==> config.mk <==
export PLATFORM = sky130hd
export DESIGN_NAME = uart_tx_arbiter
export DESIGN_NICKNAME = d
export VERILOG_FILES = /design/src/rtl/uart_arb_pkg.sv /design/src/rtl/uart_tx_arbiter_rr_pick.sv /design/src/rtl/uart_tx_arbiter.sv
export SDC_FILE = /design/constraint.sdc
export NUM_CORES = 1
export LEC_CHECK = 0
export CAP_MARGIN = 20
export CORE_UTILIZATION = 29
export DETAILED_ROUTE_END_ITERATION = 7
export SETUP_SLACK_MARGIN = 0.2
export SLEW_MARGIN = 25
export SYNTH_ARGS = -nofsm -noshare
export SYNTH_HDL_FRONTEND = slang
export SYNTH_SLANG_ARGS = --single-unit
==> constraint.sdc <==
create_clock -name clk -period 3.5 [get_ports clk]
set_clock_uncertainty 0.2 [all_clocks]
set_input_delay 0.7 -clock clk [delete_from_list [all_inputs] [get_ports clk]]
set_output_delay 0.7 -clock clk [all_outputs]
set_load 0.02 [all_outputs]
==> src/rtl/uart_arb_pkg.sv <==
// Shared types and default sizing for the UART transmit arbiter.
package uart_arb_pkg;

    localparam int DEF_NUM_REQ        = 4;
    localparam int DEF_TIMEOUT_CYCLES = 1023;

    typedef enum logic [1:0] {
        ST_IDLE          = 2'd0,
        ST_WAIT_BUSY     = 2'd1,
        ST_WAIT_NOT_BUSY = 2'd2
    } state_e;

endpackage

==> src/rtl/uart_tx_arbiter_rr_pick.sv <==
// Combinational round-robin picker: first eligible requester after owner_i wins.
module rr_pick #(
    parameter int NUM_REQ = 4,
    parameter int OWNER_W = $clog2(NUM_REQ)
) (
    input  logic [NUM_REQ-1:0] eligible_i,
    input  logic [OWNER_W-1:0] owner_i,
    output logic [OWNER_W-1:0] winner_o,
    output logic               valid_o
);

    logic [OWNER_W-1:0] idx_s;
    logic               hit_s;

    // Walk owner+1 .. owner+NUM_REQ (mod NUM_REQ); the current owner is tried last.
    always_comb begin
        winner_o = owner_i;
        valid_o  = 1'b0;
        idx_s    = '0;
        hit_s    = 1'b0;
        for (int k = 1; k <= NUM_REQ; k++) begin
            idx_s    = OWNER_W'((int'(owner_i) + k) % NUM_REQ);
            hit_s    = !valid_o && eligible_i[idx_s];
            winner_o = hit_s ? idx_s : winner_o;
            valid_o  = valid_o | hit_s;
        end
    end

endmodule

==> src/rtl/uart_tx_arbiter.sv <==
// Shares one UART transmitter between NUM_REQ byte sources with round-robin
// arbitration, packet locking and a sticky timeout on a UART that never goes busy.
module uart_tx_arbiter
    import uart_arb_pkg::*;
#(
    parameter int NUM_REQ        = DEF_NUM_REQ,
    parameter int TIMEOUT_CYCLES = DEF_TIMEOUT_CYCLES,
    parameter int OWNER_W        = $clog2(NUM_REQ)
) (
    input  logic                   clk,
    input  logic                   reset,
    input  logic [NUM_REQ-1:0]     req,
    input  logic [8*NUM_REQ-1:0]   req_data,
    input  logic [NUM_REQ-1:0]     req_last,
    output logic [NUM_REQ-1:0]     ack,
    output logic [7:0]             data,
    output logic                   dataReady,
    input  logic                   busy,
    output logic [OWNER_W-1:0]     owner,
    output logic                   locked,
    output logic                   timeout_err
);

    localparam int CNT_W = $clog2(TIMEOUT_CYCLES + 1);

    state_e             state_q, state_d;
    logic [7:0]         data_q, data_d;
    logic               drdy_q, drdy_d;
    logic [NUM_REQ-1:0] ack_q, ack_d;
    logic [OWNER_W-1:0] owner_q, owner_d;
    logic               locked_q, locked_d;
    logic               terr_q, terr_d;
    logic [CNT_W-1:0]   cnt_q, cnt_d;

    logic [NUM_REQ-1:0] own_mask_s;
    logic [NUM_REQ-1:0] elig_s;
    logic [OWNER_W-1:0] win_s;
    logic               win_vld_s;
    logic [7:0]         win_byte_s;

    // While a packet is locked only the owner may be granted.
    always_comb begin
        own_mask_s          = '0;
        own_mask_s[owner_q] = 1'b1;
        elig_s              = locked_q ? (req & own_mask_s) : req;
    end

    rr_pick #(
        .NUM_REQ (NUM_REQ),
        .OWNER_W (OWNER_W)
    ) u_rr_pick (
        .eligible_i (elig_s),
        .owner_i    (owner_q),
        .winner_o   (win_s),
        .valid_o    (win_vld_s)
    );

    // Byte multiplexer for the current winner.
    always_comb begin
        win_byte_s = 8'h00;
        for (int i = 0; i < NUM_REQ; i++) begin
            win_byte_s = (win_s == OWNER_W'(i)) ? req_data[8*i +: 8] : win_byte_s;
        end
    end

    // Next-state and output logic; cnt_q holds completed wait cycles, so T-1 marks the T-th.
    always_comb begin
        state_d  = state_q;
        data_d   = data_q;
        drdy_d   = drdy_q;
        ack_d    = '0;
        owner_d  = owner_q;
        locked_d = locked_q;
        terr_d   = terr_q;
        cnt_d    = cnt_q;
        case (state_q)
            ST_IDLE: begin
                if (win_vld_s) begin
                    data_d       = win_byte_s;
                    drdy_d       = 1'b1;
                    ack_d[win_s] = 1'b1;
                    owner_d      = win_s;
                    locked_d     = ~req_last[win_s];
                    cnt_d        = '0;
                    state_d      = ST_WAIT_BUSY;
                end else begin
                    state_d = ST_IDLE;
                end
            end
            ST_WAIT_BUSY: begin
                if (busy) begin
                    drdy_d  = 1'b0;
                    state_d = ST_WAIT_NOT_BUSY;
                end else if (cnt_q == CNT_W'(TIMEOUT_CYCLES - 1)) begin
                    drdy_d   = 1'b0;
                    terr_d   = 1'b1;
                    locked_d = 1'b0;
                    state_d  = ST_IDLE;
                end else begin
                    cnt_d = cnt_q + CNT_W'(1);
                end
            end
            ST_WAIT_NOT_BUSY: begin
                if (!busy) begin
                    state_d = ST_IDLE;
                end else begin
                    state_d = ST_WAIT_NOT_BUSY;
                end
            end
            default: begin
                state_d = ST_IDLE;
            end
        endcase
    end

    // State and output registers; owner resets to the last index so requester 0 goes first.
    always_ff @(posedge clk) begin
        if (reset) begin
            state_q  <= ST_IDLE;
            data_q   <= 8'h00;
            drdy_q   <= 1'b0;
            ack_q    <= '0;
            owner_q  <= OWNER_W'(NUM_REQ - 1);
            locked_q <= 1'b0;
            terr_q   <= 1'b0;
            cnt_q    <= '0;
        end else begin
            state_q  <= state_d;
            data_q   <= data_d;
            drdy_q   <= drdy_d;
            ack_q    <= ack_d;
            owner_q  <= owner_d;
            locked_q <= locked_d;
            terr_q   <= terr_d;
            cnt_q    <= cnt_d;
        end
    end

    assign ack         = ack_q;
    assign data        = data_q;
    assign dataReady   = drdy_q;
    assign owner       = owner_q;
    assign locked      = locked_q;
    assign timeout_err = terr_q;

endmodule
==> summary.md <==
| Metric | Value |
|---|---|
| Result of the run | finished, final reports clean |
| DRT Pass-1 Iters | 4 |
| Data required time at the worst endpoint | 3500 ps |
| Fraction of layout cells with a size suffix above 1 | 8.664% |
| Power Density | 729.0 mW/mm² |
| Clk buf depth | 2 |
| Startpoint-to-endpoint class of the critical path | reg -> reg |
| Crit path max-delay cell type | sky130_fd_sc_hd__dfxtp_1 |
| Post-cts hold buffer count | 0 |
| Inserted Clock Buffers | 5 |
| Number of clock sinks | 29 |
| Buffers inserted by post-CTS timing repair | 0 |
| CTS tree | yes |
| Floorplan die width | 81.50 µm |
| FF+latch count, synth | 29 |
| Number of warnings printed during yosys synthesis | 0 |
| Post-route antenna net violation count | 0 |
| Multi-input combinational cell area | 0.001164 mm² |
| I/O Buffers | 59 |
| Number of buffer and inverter stages on the critical path | 1 |
| DP Area | 0.002515 mm² |
| Worst-skew pair later-pin latency | 280 ps |
| Half-perimeter wire length after placement | 3544 µm |
| Busiest metal layer after global routing | met2 |
| Post-synth top area share | 31.67% |
| # H-tree levels | 2 |
| Worst-case vdd ir drop | 0.2780 mV |
| Shortest clock period the worst path allows after layout | 2918 ps |
| Core box area | 0.006026 mm² |
| Startpoint kind of the worst setup timing path | flop |
| Vias per Instance | 5.043 |
| Kind of path behind the tightest hold check | reg -> reg |
| Total Nets Final | 329 |
| Arrival time reported for the critical path endpoint | 2920 ps |
| Most frequent cells after synthesis | sky130_fd_sc_hd__dfxtp_1 (29), sky130_fd_sc_hd__nor2_1 (17), sky130_fd_sc_hd__a21oi_1 (16), sky130_fd_sc_hd__nand2_1 (15), sky130_fd_sc_hd__nand3_1 (11) |
| FF+latch area | 580.6 µm² |
| Layout area overhead | 41.91% |
| # resized after CTS | 0 |
| Routed length per instance | 13.57 µm |
| Post-route standard cell area excluding fillers | 0.002601 mm² |
| Yosys top cell by area | sky130_fd_sc_hd__dfxtp_1 |
| Root cell of the clock tree | sky130_fd_sc_hd__clkbuf_8 |
| Part of the Yosys area used for sequential elements | 31.67% |
| Share of synthesized flip-flops with an asynchronous set or reset | 0% |
| Chip height | 81.50 µm |
| Clock edge transition at the registers on the reported setup and hold paths | 60 ps |
| Count of boundary I/O pins | 60 |
| Max-slew violation count | 0 |
| Most used flip-flop cell after synthesis | sky130_fd_sc_hd__dfxtp_1 |
| Via Count | 1775 |
| Met1 global-route usage | 21.47% |
| Number of DRC markers in iteration 0 | 147 |
| Worst path setup slack after routing | 581.9 ps |
| GPL Wtd Cong | 0.8791 |
| Setup Slack @ Placement | 391.7 ps |
| Number of enable flip-flop cells after synthesis | 0 |
| Number of diodes | 0 |
| Max Cap Viol | 0 |
| Drc violations | 0 |
| Ordered list of cells on the worst path | inv_1, ha_1, nand2b_1, a32o_1, mux2_2, o32a_1, xnor2_2, mux4_2, o31ai_2 |
| Peak Freq | 0.3427 GHz |
| Global-route wire length before repair | 8411 µm |
| Vias in the first global route | 1797 |
| Final Hold Violating Endpoints | 0 |
| Global route overflow | 0 |
| Post-synthesis net count | 268 |
| Final setup fails | 0 |
| Sum Neg Setup Slack | 0 ps |
| Std-Cell Rows | 28 |
| Main area contributors after synthesis | sky130_fd_sc_hd__dfxtp_1 (32%), sky130_fd_sc_hd__ha_1 (6.1%), sky130_fd_sc_hd__mux2i_1 (4.9%) |
| Antenna violations before repair | 0 |
| Final Routed Wirelength | 4778 µm |
| Cell with the most instances after synthesis | sky130_fd_sc_hd__dfxtp_1 |
| Leakage component of the power | 0.9751 nW |
| Number of fill cells | 628 |
| CP max FO | 8 |
| Maximum number of pins on one net before global-route repair | 22 |
| Transition at the pin with the smallest max-transition slack | 580.6 ps |
| Unrepaired setup endpoints after global routing | false |
| Slew margin rel. | 61.22% |
| Critical path's largest stage delay | 500 ps |
| Initial core utilization | 30.42% |
| Share of the clock period used by the worst path after layout | 83.37% |
| Global-route total usage across every layer | 16.43% |
| Synth unique cells | 51 |
| Mean post-synth cell area | 8.486 µm² |
| Cell count after synthesis | 216 |
| Area of the die | 0.006642 mm² |
| Met2 track demand over resource in global routing | 25.67% |
| Critical Path End Type | flop |
| Cell family with the largest share of critical-path delay | compound AO/OA/AOI/OAI gates |
| Combined area of all synthesized cells | 0.001833 mm² |
| Met3 usage in global routing | 4.889% |
cells in the final DEF, fill, tap and decap left out, types with 8 or more instances in the layout:
cell | Yosys | final
sky130_fd_sc_hd__mux2i_1 | 9 | 9
sky130_fd_sc_hd__a21oi_1 | 16 | 16
sky130_fd_sc_hd__nor2_1 | 17 | 17
sky130_fd_sc_hd__nand3_1 | 11 | 11
sky130_fd_sc_hd__inv_1 | 9 | 9
sky130_fd_sc_hd__nand3b_1 | 8 | 8
sky130_fd_sc_hd__clkdlybuf4s50_1 | 0 | 59
sky130_fd_sc_hd__o311ai_1 | 8 | 8
sky130_fd_sc_hd__ha_1 | 9 | 9
sky130_fd_sc_hd__dfxtp_1 | 29 | 29
sky130_fd_sc_hd__o21ai_0 | 9 | 9
sky130_fd_sc_hd__nand2_1 | 15 | 15
layout make-up:
type / count / area share, %
Inverter: 9 / 1.299
Clock buffer: 7 / 3.319
Sequential cell: 29 / 22.32
Timing Repair Buffer: 66 / 24.72
Multi-Input combinational cell: 166 / 44.73
Tap cell: 75 / 3.608
worst paths after layout:
path               start           to  slack [ps]  cells after the start
max             owner[1]       locked         580                      9
min          timeout_err  timeout_err         270                      2
max reg2reg     owner[1]       locked         580                      9
min reg2reg  timeout_err  timeout_err         270                      2
routing by layer:
metal | part of all wire (%) | vias to the layer above | routed length, µm
met2 | 46 | 56 | 2206
met5 | 0 | - | 0
li1 | - | 911 | -
met1 | 46 | 802 | 2204
met3 | 6.9 | 6 | 330
met4 | 0.75 | 0 | 36
kinds of logic after synthesis:
group	after synthesis	share of synthesized area (%)
simple gates	83	24.10
compound gates	54	21.78
flops	29	31.67
buf+inv	21	4.846
mux	11	6.758
xor+xnor	9	4.710
fa+ha+maj	9	6.143
power breakdown:
part           leakage, nW  switching [mW]  internal [mW]
sequential           0.237          0.0578          0.407
clock               0.0443           0.126          0.156
combinational        0.694           0.637          0.514
total                0.975           0.820           1.08
per-stage QoR:
step	power (mW)	hold WS, ps	util [%]	cells
floorplan	1.275	280.6	-	216
global placement	1.619	263.9	41.74	345
detailed placement	1.622	265.4	41.74	345
CTS	1.912	280.4	43.17	352
global route	2.044	331.5	43.17	352
finish	1.896	274.9	43.17	352
flip-flops by register name (all words and copies together) (netlist names):
register	flops
cnt_q	10
data	8
ack	4
owner	2
state_q	2
dataReady	1
locked	1
timeout_err	1
tightest hold or removal path, cell delays in order, from the launching register on:
cell and delay [ps]:
sky130_fd_sc_hd__dfxtp_1 330, sky130_fd_sc_hd__a31oi_1 40, sky130_fd_sc_hd__nor2_1 70
Power figures use the tool's default switching activity.
